## config.mk

```make
export PLATFORM = sky130hd
export DESIGN_NAME = ctrl_unit_pipe_flat
export DESIGN_NICKNAME = d
export VERILOG_FILES = /design/src/rtl/ctrl_unit_pipe_pkg.sv /design/src/rtl/ctrl_unit_pipe_if.sv /design/src/rtl/ctrl_unit_pipe_cond_check.sv /design/src/rtl/ctrl_unit_pipe.sv /design/src/flat_wrapper.sv
export SDC_FILE = /design/constraint.sdc
export NUM_CORES = 1
export LEC_CHECK = 0
export BUFFER_PORTS_ARGS = -buffer_cell sky130_fd_sc_hd__buf_2
export CORE_ASPECT_RATIO = 2
export CORE_UTILIZATION = 45
export DETAILED_ROUTE_END_ITERATION = 8
export PLACE_DENSITY = 0.7
export SYNTH_ARGS = -nofsm -noshare
export SYNTH_HDL_FRONTEND = slang
export SYNTH_HIERARCHICAL = 1
export SYNTH_SLANG_ARGS = --single-unit
export TNS_END_PERCENT = 20
```

## constraint.sdc

```tcl
create_clock -name clk -period 3.65 [get_ports clk]
set_input_delay 0 -clock clk [delete_from_list [all_inputs] [get_ports clk]]
set_output_delay 0 -clock clk [all_outputs]
set_load 0.02 [all_outputs]
```

## src/rtl/ctrl_unit_pipe_pkg.sv

```systemverilog
// Shared encodings, control-word types and the instruction decode table
// for the pipelined ID-stage control unit.
package ctrl_unit_pipe_pkg;

    localparam logic [1:0] MODE_ALU = 2'b00;
    localparam logic [1:0] MODE_MEM = 2'b01;
    localparam logic [1:0] MODE_BR  = 2'b10;
    localparam logic [1:0] MODE_MUL = 2'b11;

    localparam logic [3:0] OP_AND  = 4'b0000;
    localparam logic [3:0] OP_EOR  = 4'b0001;
    localparam logic [3:0] OP_SUB  = 4'b0010;
    localparam logic [3:0] OP_ADD  = 4'b0100;
    localparam logic [3:0] OP_ADC  = 4'b0101;
    localparam logic [3:0] OP_SBC  = 4'b0110;
    localparam logic [3:0] OP_TST  = 4'b1000;
    localparam logic [3:0] OP_CMP  = 4'b1010;
    localparam logic [3:0] OP_ORR  = 4'b1100;
    localparam logic [3:0] OP_MOV  = 4'b1101;
    localparam logic [3:0] OP_MVN  = 4'b1111;
    localparam logic [3:0] OP_LDST = 4'b0100;
    localparam logic [3:0] OP_MUL  = 4'b0000;

    localparam logic [3:0] CMD_MOV = 4'b0001;
    localparam logic [3:0] CMD_ADD = 4'b0010;
    localparam logic [3:0] CMD_ADC = 4'b0011;
    localparam logic [3:0] CMD_SUB = 4'b0100;
    localparam logic [3:0] CMD_SBC = 4'b0101;
    localparam logic [3:0] CMD_AND = 4'b0110;
    localparam logic [3:0] CMD_ORR = 4'b0111;
    localparam logic [3:0] CMD_EOR = 4'b1000;
    localparam logic [3:0] CMD_MVN = 4'b1001;
    localparam logic [3:0] CMD_MUL = 4'b1010;

    localparam logic [3:0] COND_EQ = 4'b0000;
    localparam logic [3:0] COND_NE = 4'b0001;
    localparam logic [3:0] COND_CS = 4'b0010;
    localparam logic [3:0] COND_CC = 4'b0011;
    localparam logic [3:0] COND_MI = 4'b0100;
    localparam logic [3:0] COND_PL = 4'b0101;
    localparam logic [3:0] COND_VS = 4'b0110;
    localparam logic [3:0] COND_VC = 4'b0111;
    localparam logic [3:0] COND_HI = 4'b1000;
    localparam logic [3:0] COND_LS = 4'b1001;
    localparam logic [3:0] COND_GE = 4'b1010;
    localparam logic [3:0] COND_LT = 4'b1011;
    localparam logic [3:0] COND_GT = 4'b1100;
    localparam logic [3:0] COND_LE = 4'b1101;
    localparam logic [3:0] COND_AL = 4'b1110;
    localparam logic [3:0] COND_NV = 4'b1111;

    typedef struct packed {
        logic       b;
        logic       s;
        logic [3:0] cmd;
        logic       wb;
        logic       mr;
        logic       mw;
    } ctrl_word_t;

    typedef struct packed {
        ctrl_word_t cw;
        logic       illegal;
        logic       is_mul;
    } decode_t;

    typedef enum logic {
        ST_RUN = 1'b0,
        ST_MUL = 1'b1
    } state_e;

    function automatic decode_t decode(input logic [1:0] mode, input logic [3:0] opcode,
                                       input logic s);
        decode_t d;
        d = '0;
        case (mode)
            MODE_ALU: begin
                d.cw.wb = 1'b1;
                d.cw.s  = s;
                case (opcode)
                    OP_MOV:  d.cw.cmd = CMD_MOV;
                    OP_MVN:  d.cw.cmd = CMD_MVN;
                    OP_ADD:  d.cw.cmd = CMD_ADD;
                    OP_ADC:  d.cw.cmd = CMD_ADC;
                    OP_SUB:  d.cw.cmd = CMD_SUB;
                    OP_SBC:  d.cw.cmd = CMD_SBC;
                    OP_AND:  d.cw.cmd = CMD_AND;
                    OP_ORR:  d.cw.cmd = CMD_ORR;
                    OP_EOR:  d.cw.cmd = CMD_EOR;
                    OP_CMP: begin
                        d.cw.cmd = CMD_SUB;
                        d.cw.s   = 1'b1;
                        d.cw.wb  = 1'b0;
                    end
                    OP_TST: begin
                        d.cw.cmd = CMD_AND;
                        d.cw.s   = 1'b1;
                        d.cw.wb  = 1'b0;
                    end
                    default: d.illegal = 1'b1;
                endcase
            end
            MODE_MEM: begin
                if (opcode == OP_LDST) begin
                    d.cw.cmd = CMD_ADD;
                    d.cw.wb  = s;
                    d.cw.mr  = s;
                    d.cw.mw  = ~s;
                end else begin
                    d.illegal = 1'b1;
                end
            end
            MODE_BR: d.cw.b = 1'b1;
            MODE_MUL: begin
                if (opcode == OP_MUL) begin
                    d.cw.cmd = CMD_MUL;
                    d.cw.wb  = 1'b1;
                    d.cw.s   = s;
                    d.is_mul = 1'b1;
                end else begin
                    d.illegal = 1'b1;
                end
            end
            default: d.illegal = 1'b1;
        endcase
        // An undefined encoding must never leak partial control bits
        d.cw = d.illegal ? ctrl_word_t'('0) : d.cw;
        return d;
    endfunction

endpackage

```

## src/rtl/ctrl_unit_pipe_if.sv

```systemverilog
// Decode request / ID-EX control-word bundle between the issuing logic and the control unit.
interface ctrl_unit_pipe_if #(
    parameter int CMD_W = 4,
    parameter int CNT_W = 16
);
    logic             in_valid;
    logic             in_ready;
    logic [1:0]       mode;
    logic [3:0]       opcode;
    logic             s;
    logic [3:0]       cond;
    logic [3:0]       nzcv;
    logic             stall;
    logic             flush;
    logic             out_valid;
    logic             b_out;
    logic             s_out;
    logic [CMD_W-1:0] exe_cmd;
    logic             wb_en;
    logic             mem_r_en;
    logic             mem_w_en;
    logic             ex_last;
    logic             illegal;
    logic [CNT_W-1:0] squash_cnt;

    modport master (
        output in_valid, mode, opcode, s, cond, nzcv, stall, flush,
        input  in_ready, out_valid, b_out, s_out, exe_cmd, wb_en, mem_r_en, mem_w_en,
               ex_last, illegal, squash_cnt
    );

    modport slave (
        input  in_valid, mode, opcode, s, cond, nzcv, stall, flush,
        output in_ready, out_valid, b_out, s_out, exe_cmd, wb_en, mem_r_en, mem_w_en,
               ex_last, illegal, squash_cnt
    );
endinterface

```

## src/rtl/ctrl_unit_pipe_cond_check.sv

```systemverilog
// Combinational ARM-style condition evaluation against the {N,Z,C,V} flags.
module ctrl_unit_pipe_cond_check
    import ctrl_unit_pipe_pkg::*;
(
    input  logic [3:0] cond,
    input  logic [3:0] nzcv,
    output logic       pass
);
    logic n_s, z_s, c_s, v_s;

    assign {n_s, z_s, c_s, v_s} = nzcv;

    // Select the flag predicate named by the condition field
    always_comb begin
        pass = 1'b0;
        case (cond)
            COND_EQ: pass = z_s;
            COND_NE: pass = ~z_s;
            COND_CS: pass = c_s;
            COND_CC: pass = ~c_s;
            COND_MI: pass = n_s;
            COND_PL: pass = ~n_s;
            COND_VS: pass = v_s;
            COND_VC: pass = ~v_s;
            COND_HI: pass = c_s & ~z_s;
            COND_LS: pass = ~c_s | z_s;
            COND_GE: pass = (n_s == v_s);
            COND_LT: pass = (n_s != v_s);
            COND_GT: pass = ~z_s & (n_s == v_s);
            COND_LE: pass = z_s | (n_s != v_s);
            COND_AL: pass = 1'b1;
            COND_NV: pass = 1'b0;
            default: pass = 1'b0;
        endcase
    end
endmodule

```

## src/rtl/ctrl_unit_pipe.sv

```systemverilog
// ID-stage control decoder with condition gating, registered ID/EX output stage
// (valid/ready, stall, flush) and multi-cycle MUL sequencing.
module ctrl_unit_pipe
    import ctrl_unit_pipe_pkg::*;
#(
    parameter int CMD_W      = 4,
    parameter int MUL_CYCLES = 3,
    parameter int CNT_W      = 16
) (
    input  logic             clk,
    input  logic             rst_n,
    ctrl_unit_pipe_if.slave  bus
);
    localparam int              MCW       = (MUL_CYCLES > 1) ? $clog2(MUL_CYCLES) : 1;
    localparam logic [MCW-1:0]  MUL_LOAD  = MCW'(MUL_CYCLES - 1);
    localparam bit              MUL_MULTI = (MUL_CYCLES > 1);

    state_e           state_q, state_d;
    logic [MCW-1:0]   mul_cnt_q, mul_cnt_d;
    logic             out_valid_q, out_valid_d;
    ctrl_word_t       cw_q, cw_d;
    logic             illegal_q, illegal_d;
    logic             ex_last_q, ex_last_d;
    logic [CNT_W-1:0] squash_cnt_q, squash_cnt_d;

    decode_t dec_s;
    logic    pass_s, in_ready_s, accept_s, squash_s, mul_start_s, mul_busy_s;

    ctrl_unit_pipe_cond_check u_cond_check (
        .cond (bus.cond),
        .nzcv (bus.nzcv),
        .pass (pass_s)
    );

    // mul_cnt counts EXE cycles still to follow the current one; at zero the
    // MUL is in its final cycle and the next instruction may be accepted.
    always_comb begin
        dec_s       = decode(bus.mode, bus.opcode, bus.s);
        mul_busy_s  = (state_q == ST_MUL) && (mul_cnt_q != MCW'(0));
        in_ready_s  = rst_n & ~bus.stall &
                      ((state_q == ST_RUN) | ((state_q == ST_MUL) & (mul_cnt_q == MCW'(0))));
        accept_s    = bus.in_valid & in_ready_s;
        squash_s    = accept_s & (dec_s.illegal | ~pass_s);
        mul_start_s = accept_s & ~squash_s & dec_s.is_mul & MUL_MULTI;
    end

    // State and counter registers
    always_ff @(posedge clk or negedge rst_n) begin
        if (!rst_n) begin
            state_q      <= ST_RUN;
            mul_cnt_q    <= MCW'(0);
            out_valid_q  <= 1'b0;
            cw_q         <= '0;
            illegal_q    <= 1'b0;
            ex_last_q    <= 1'b0;
            squash_cnt_q <= {CNT_W{1'b0}};
        end else begin
            state_q      <= state_d;
            mul_cnt_q    <= mul_cnt_d;
            out_valid_q  <= out_valid_d;
            cw_q         <= cw_d;
            illegal_q    <= illegal_d;
            ex_last_q    <= ex_last_d;
            squash_cnt_q <= squash_cnt_d;
        end
    end

    // Next-state: RUN/MUL sequencing
    always_comb begin
        state_d   = state_q;
        mul_cnt_d = mul_cnt_q;
        if (bus.flush) begin
            state_d   = ST_RUN;
            mul_cnt_d = MCW'(0);
        end else if (bus.stall) begin
            state_d   = state_q;
            mul_cnt_d = mul_cnt_q;
        end else if (mul_busy_s) begin
            mul_cnt_d = mul_cnt_q - MCW'(1);
        end else if (mul_start_s) begin
            state_d   = ST_MUL;
            mul_cnt_d = MUL_LOAD;
        end else begin
            state_d   = ST_RUN;
            mul_cnt_d = MCW'(0);
        end
    end

    // Output-stage next values and squash accounting
    always_comb begin
        out_valid_d  = out_valid_q;
        cw_d         = cw_q;
        illegal_d    = illegal_q;
        ex_last_d    = ex_last_q;
        squash_cnt_d = squash_cnt_q;
        if (bus.flush) begin
            out_valid_d = 1'b0;
            cw_d        = '0;
            illegal_d   = 1'b0;
            ex_last_d   = 1'b0;
        end else if (bus.stall) begin
            out_valid_d = out_valid_q;
        end else if (mul_busy_s) begin
            ex_last_d = (mul_cnt_q == MCW'(1));
        end else if (accept_s) begin
            out_valid_d = 1'b1;
            illegal_d   = dec_s.illegal;
            if (squash_s) begin
                cw_d         = '0;
                ex_last_d    = 1'b1;
                squash_cnt_d = (&squash_cnt_q) ? squash_cnt_q : squash_cnt_q + {{(CNT_W-1){1'b0}}, 1'b1};
            end else begin
                cw_d      = dec_s.cw;
                ex_last_d = ~mul_start_s;
            end
        end else begin
            out_valid_d = 1'b0;
            cw_d        = '0;
            illegal_d   = 1'b0;
            ex_last_d   = 1'b0;
        end
    end

    assign bus.in_ready   = in_ready_s;
    assign bus.out_valid  = out_valid_q;
    assign bus.b_out      = cw_q.b;
    assign bus.s_out      = cw_q.s;
    assign bus.exe_cmd    = CMD_W'(cw_q.cmd);
    assign bus.wb_en      = cw_q.wb;
    assign bus.mem_r_en   = cw_q.mr;
    assign bus.mem_w_en   = cw_q.mw;
    assign bus.ex_last    = ex_last_q;
    assign bus.illegal    = illegal_q;
    assign bus.squash_cnt = squash_cnt_q;
endmodule
```

## src/flat_wrapper.sv

```systemverilog
// flat-port wrapper written by rule: the top's interface ports become plain ports
module ctrl_unit_pipe_flat import ctrl_unit_pipe_pkg::*;
#(
    parameter int CMD_W      = 4,
    parameter int MUL_CYCLES = 3,
    parameter int CNT_W      = 16
)
  (clk, rst_n, bus_in_valid, bus_mode, bus_opcode, bus_s, bus_cond, bus_nzcv, bus_stall, bus_flush, bus_in_ready, bus_out_valid, bus_b_out, bus_s_out, bus_exe_cmd, bus_wb_en, bus_mem_r_en, bus_mem_w_en, bus_ex_last, bus_illegal, bus_squash_cnt);
  ctrl_unit_pipe_if #(.CMD_W(CMD_W), .CNT_W(CNT_W)) bus_i ();
  input  logic clk;
  input  logic rst_n;
  input wire logic [$bits(bus_i.in_valid)-1:0] bus_in_valid;
  input wire logic [$bits(bus_i.mode)-1:0] bus_mode;
  input wire logic [$bits(bus_i.opcode)-1:0] bus_opcode;
  input wire logic [$bits(bus_i.s)-1:0] bus_s;
  input wire logic [$bits(bus_i.cond)-1:0] bus_cond;
  input wire logic [$bits(bus_i.nzcv)-1:0] bus_nzcv;
  input wire logic [$bits(bus_i.stall)-1:0] bus_stall;
  input wire logic [$bits(bus_i.flush)-1:0] bus_flush;
  output wire logic [$bits(bus_i.in_ready)-1:0] bus_in_ready;
  output wire logic [$bits(bus_i.out_valid)-1:0] bus_out_valid;
  output wire logic [$bits(bus_i.b_out)-1:0] bus_b_out;
  output wire logic [$bits(bus_i.s_out)-1:0] bus_s_out;
  output wire logic [$bits(bus_i.exe_cmd)-1:0] bus_exe_cmd;
  output wire logic [$bits(bus_i.wb_en)-1:0] bus_wb_en;
  output wire logic [$bits(bus_i.mem_r_en)-1:0] bus_mem_r_en;
  output wire logic [$bits(bus_i.mem_w_en)-1:0] bus_mem_w_en;
  output wire logic [$bits(bus_i.ex_last)-1:0] bus_ex_last;
  output wire logic [$bits(bus_i.illegal)-1:0] bus_illegal;
  output wire logic [$bits(bus_i.squash_cnt)-1:0] bus_squash_cnt;
  assign bus_i.in_valid = bus_in_valid;
  assign bus_i.mode = bus_mode;
  assign bus_i.opcode = bus_opcode;
  assign bus_i.s = bus_s;
  assign bus_i.cond = bus_cond;
  assign bus_i.nzcv = bus_nzcv;
  assign bus_i.stall = bus_stall;
  assign bus_i.flush = bus_flush;
  assign bus_in_ready = bus_i.in_ready;
  assign bus_out_valid = bus_i.out_valid;
  assign bus_b_out = bus_i.b_out;
  assign bus_s_out = bus_i.s_out;
  assign bus_exe_cmd = bus_i.exe_cmd;
  assign bus_wb_en = bus_i.wb_en;
  assign bus_mem_r_en = bus_i.mem_r_en;
  assign bus_mem_w_en = bus_i.mem_w_en;
  assign bus_ex_last = bus_i.ex_last;
  assign bus_illegal = bus_i.illegal;
  assign bus_squash_cnt = bus_i.squash_cnt;
  ctrl_unit_pipe #(.CMD_W(CMD_W), .MUL_CYCLES(MUL_CYCLES), .CNT_W(CNT_W)) u_core (.clk(clk), .rst_n(rst_n), .bus(bus_i));
endmodule
```

==> results.yml <==
setup_path:
  arrival_ns: 2.22
  endpoint_kind: "flip-flop"
  setup.worst_path.class: "reg2reg"
  cpMaxStageDelayCell: "dfrtp_1"
  critPathMostFrequentCell: "nor2_1"
  path_max_fanout: 15
  worstPathCellList: "inv_1 -> ha_1 -> nor2b_1 -> nor2_1 -> and4b_2 -> nand3_4 -> nor2_1 -> mux2_1"
  cpPeakStageDelay_ns: 0.40
  cp.required_ns: 3.81
  cp-start-kind: "flip-flop"
detailed_routing:
  drc: 0
  wl_met2_microns: 2350
  vias: 1665
  vias_per_cell: 5.39
  routedWlPerCell_microns: 13.3
  wl_met3_microns: 146
  wl_microns: 4100
  antenna_left: 0
  drt-met1-wl_microns: 1500
  top_layer: "met4"
  dr.pass1.iters: 4
  drtIter0Drc: 12
placement:
  dp.cells: 298
  gp_congestion: 0.819
  hpwl_microns: 3250
  placed_area_sq_um: 2170
  place_ws_ns: 1.35
  port_buffers: 48
clocking:
  root_buffer: "clkbuf_8"
  clk_path_buf_depth: 2
  cts_resized: 0
  cts_tree: "yes"
  clock_sinks: 31
  clkLatencyLatePin_ns: 0.28
  h-tree-depth: 2
  numCtsBuffers: 5
  path_clk_slew_ns: 0.06
timing:
  setup_viol: 0
  drv_slew: 0
  rsz0062_at_grt: "no"
  finalHoldViolations: 0
  fmax_mhz: 485
  fin_crit_sh: 0.565
  setup_slack_ns: 1.59
  finalClockSkew_ns: 0.00522
  final.setup.tns_ns: 0
  period_needed_ns: 2.06
  tightest_slew_ns: 0.779
  max_slew_margin: 0.479
  whs_ns: 0.0651
global_route:
  grt_max_degree: 34
  grt_overflow: 0
  grt_pass1_vias: 1633
  antenna_found_initial: 0
  grt_usage: 0.210
  grt_first_pass_wirelength_microns: 6800
final_layout:
  drive_above_1_share: 0.245
  final_cells: 309
  syn2layout_area_growth_pct: 20.4
  antenna_cells: 0
  nNetsFinal: 284
  final_area_sq_um: 2280
  post-route-util: 0.564
  layout_common_cells: "48 x buf_2, 31 x dfrtp_1, 20 x nand2_1"
  final_common_cell: "buf_2"
run_status:
  status: "complete, no violations"
synth:
  synth-main-ff-cell: "dfrtp_1"
  ys_ff_latch: 31
  synth_nets: 230
  synth_edf_count: 0
  synth.distinct_cells: 49
  postSynthAreaPerCell_sq_um: 9.39
  syn-cell-area_sq_um: 1900
  synthArstFlopShare: 1.00
  yosysSeqAreaShare: 0.409
  yosysWarningCount: 6
  syn_inst: 202
die:
  ios: 49
  start_util: 0.469
  die_w_microns: 47.9
  die_h_microns: 93.8
  rows: 33
  die_area_sq_um: 4490
  core_area_sq_um: 4050
power:
  ir_worst_vdd_v: 0.000218
  p_leak_nw: 1.19
  p_per_area_nw_per_um2: 354
  p_total_uw: 809
flow_run:
  max_cap_violations: 0
hold_path:
  hold_class: "in2reg"
## area by class of cell
cell class / instances / area [sq um]
well taps: 52 / 65.1
clock inverters: 1 / 5.00
clock buffers: 7 / 76.3
inverters: 11 / 41.3
fillers: 423 / 1760
flip-flops and latches: 31 / 776
multi-input cells: 155 / 1040
repair buffers: 52 / 278
## synthesized netlist by cell type (4+ instances only)
library cell / instances / area (sq um)
a21oi_1: 10 / 50.1
a22o_1: 4 / 35.0
and3_1: 6 / 37.5
dfrtp_1: 31 / 776
ha_1: 8 / 100
inv_1: 11 / 41.3
nand2_1: 20 / 75.1
nand3_1: 9 / 45.0
nor2_1: 15 / 56.3
nor3_1: 12 / 60.1
o21ai_0: 10 / 50.1
xor2_1: 16 / 140
## path summary, 6_finish.rpt
| kind | startpoint | to | slack, ns | cells past startpoint |
|---|---|---|---|---|
| setup / recovery | u_core/mul_cnt_q[0] | u_core/bus.squash_cnt[14] | 1.59 | 8 |
| hold / removal | bus_stall | u_core/mul_cnt_q[0] | 0.07 | 3 |
| setup reg to reg | u_core/mul_cnt_q[0] | u_core/bus.squash_cnt[14] | 1.59 | 8 |
| hold reg to reg | u_core/bus.s_out | u_core/bus.s_out | 0.49 | 2 |
| max in group asynchronous | rst_n | u_core/bus.squash_cnt[0] | 3.09 | 3 |
| min in group asynchronous | rst_n | u_core/bus.squash_cnt[12] | 0.27 | 3 |
## worst max-delay path: cells and delay by family (launching register included)
kind	cells	cell delay, ns
adder cells (fa/ha/maj)	1	0.15
buffers and inverters	1	0.07
flip-flops	1	0.40
multiplexers	1	0.34
AND/OR/NAND/NOR	5	0.97
## cells by family after synthesis
group	after synthesis	share of synthesized area
and+or+nand+nor	84	0.242
AOI/OAI and AO/OA	41	0.146
DFF	31	0.409
xor gates and xnor gates	18	0.0831
buffers and inverters	16	0.0416
adders and majority gates	8	0.0528
muxes	4	0.0251
## per-layer routing
metal  GRT usage  vias to the layer above
met2       0.390                       48
met1       0.200                      784
met5           0                        -
li1            -                      824
met3      0.0385                        9
met4      0.0949                        0
## flip-flops by register name, indices dropped and copies added, names as in the netlist
name	flops
u_core/bus.mem_r_en	1
u_core/bus.ex_last	1
u_core/bus.out_valid	1
u_core/bus.wb_en	1
u_core/bus.illegal	1
u_core/bus.squash_cnt	16
u_core/mul_cnt_q	2
u_core/bus.s_out	1
u_core/bus.mem_w_en	1
u_core/bus.exe_cmd	4
u_core/state_q	1
u_core/bus.b_out	1
## power breakdown
part / internal, mW / switching (mW)
combinational: 0.0674 / 0.0965
clock: 0.133 / 0.121
sequential: 0.365 / 0.0258
total: 0.565 / 0.243
## timing repair
action | in CTS | in global routing
hold endpoints to repair | 35 | 0
setup endpoints to repair | 0 | 0
buffers inserted | 0 | 0
hold buffers | 3 | 0
(Power assumes the default switching activity.)
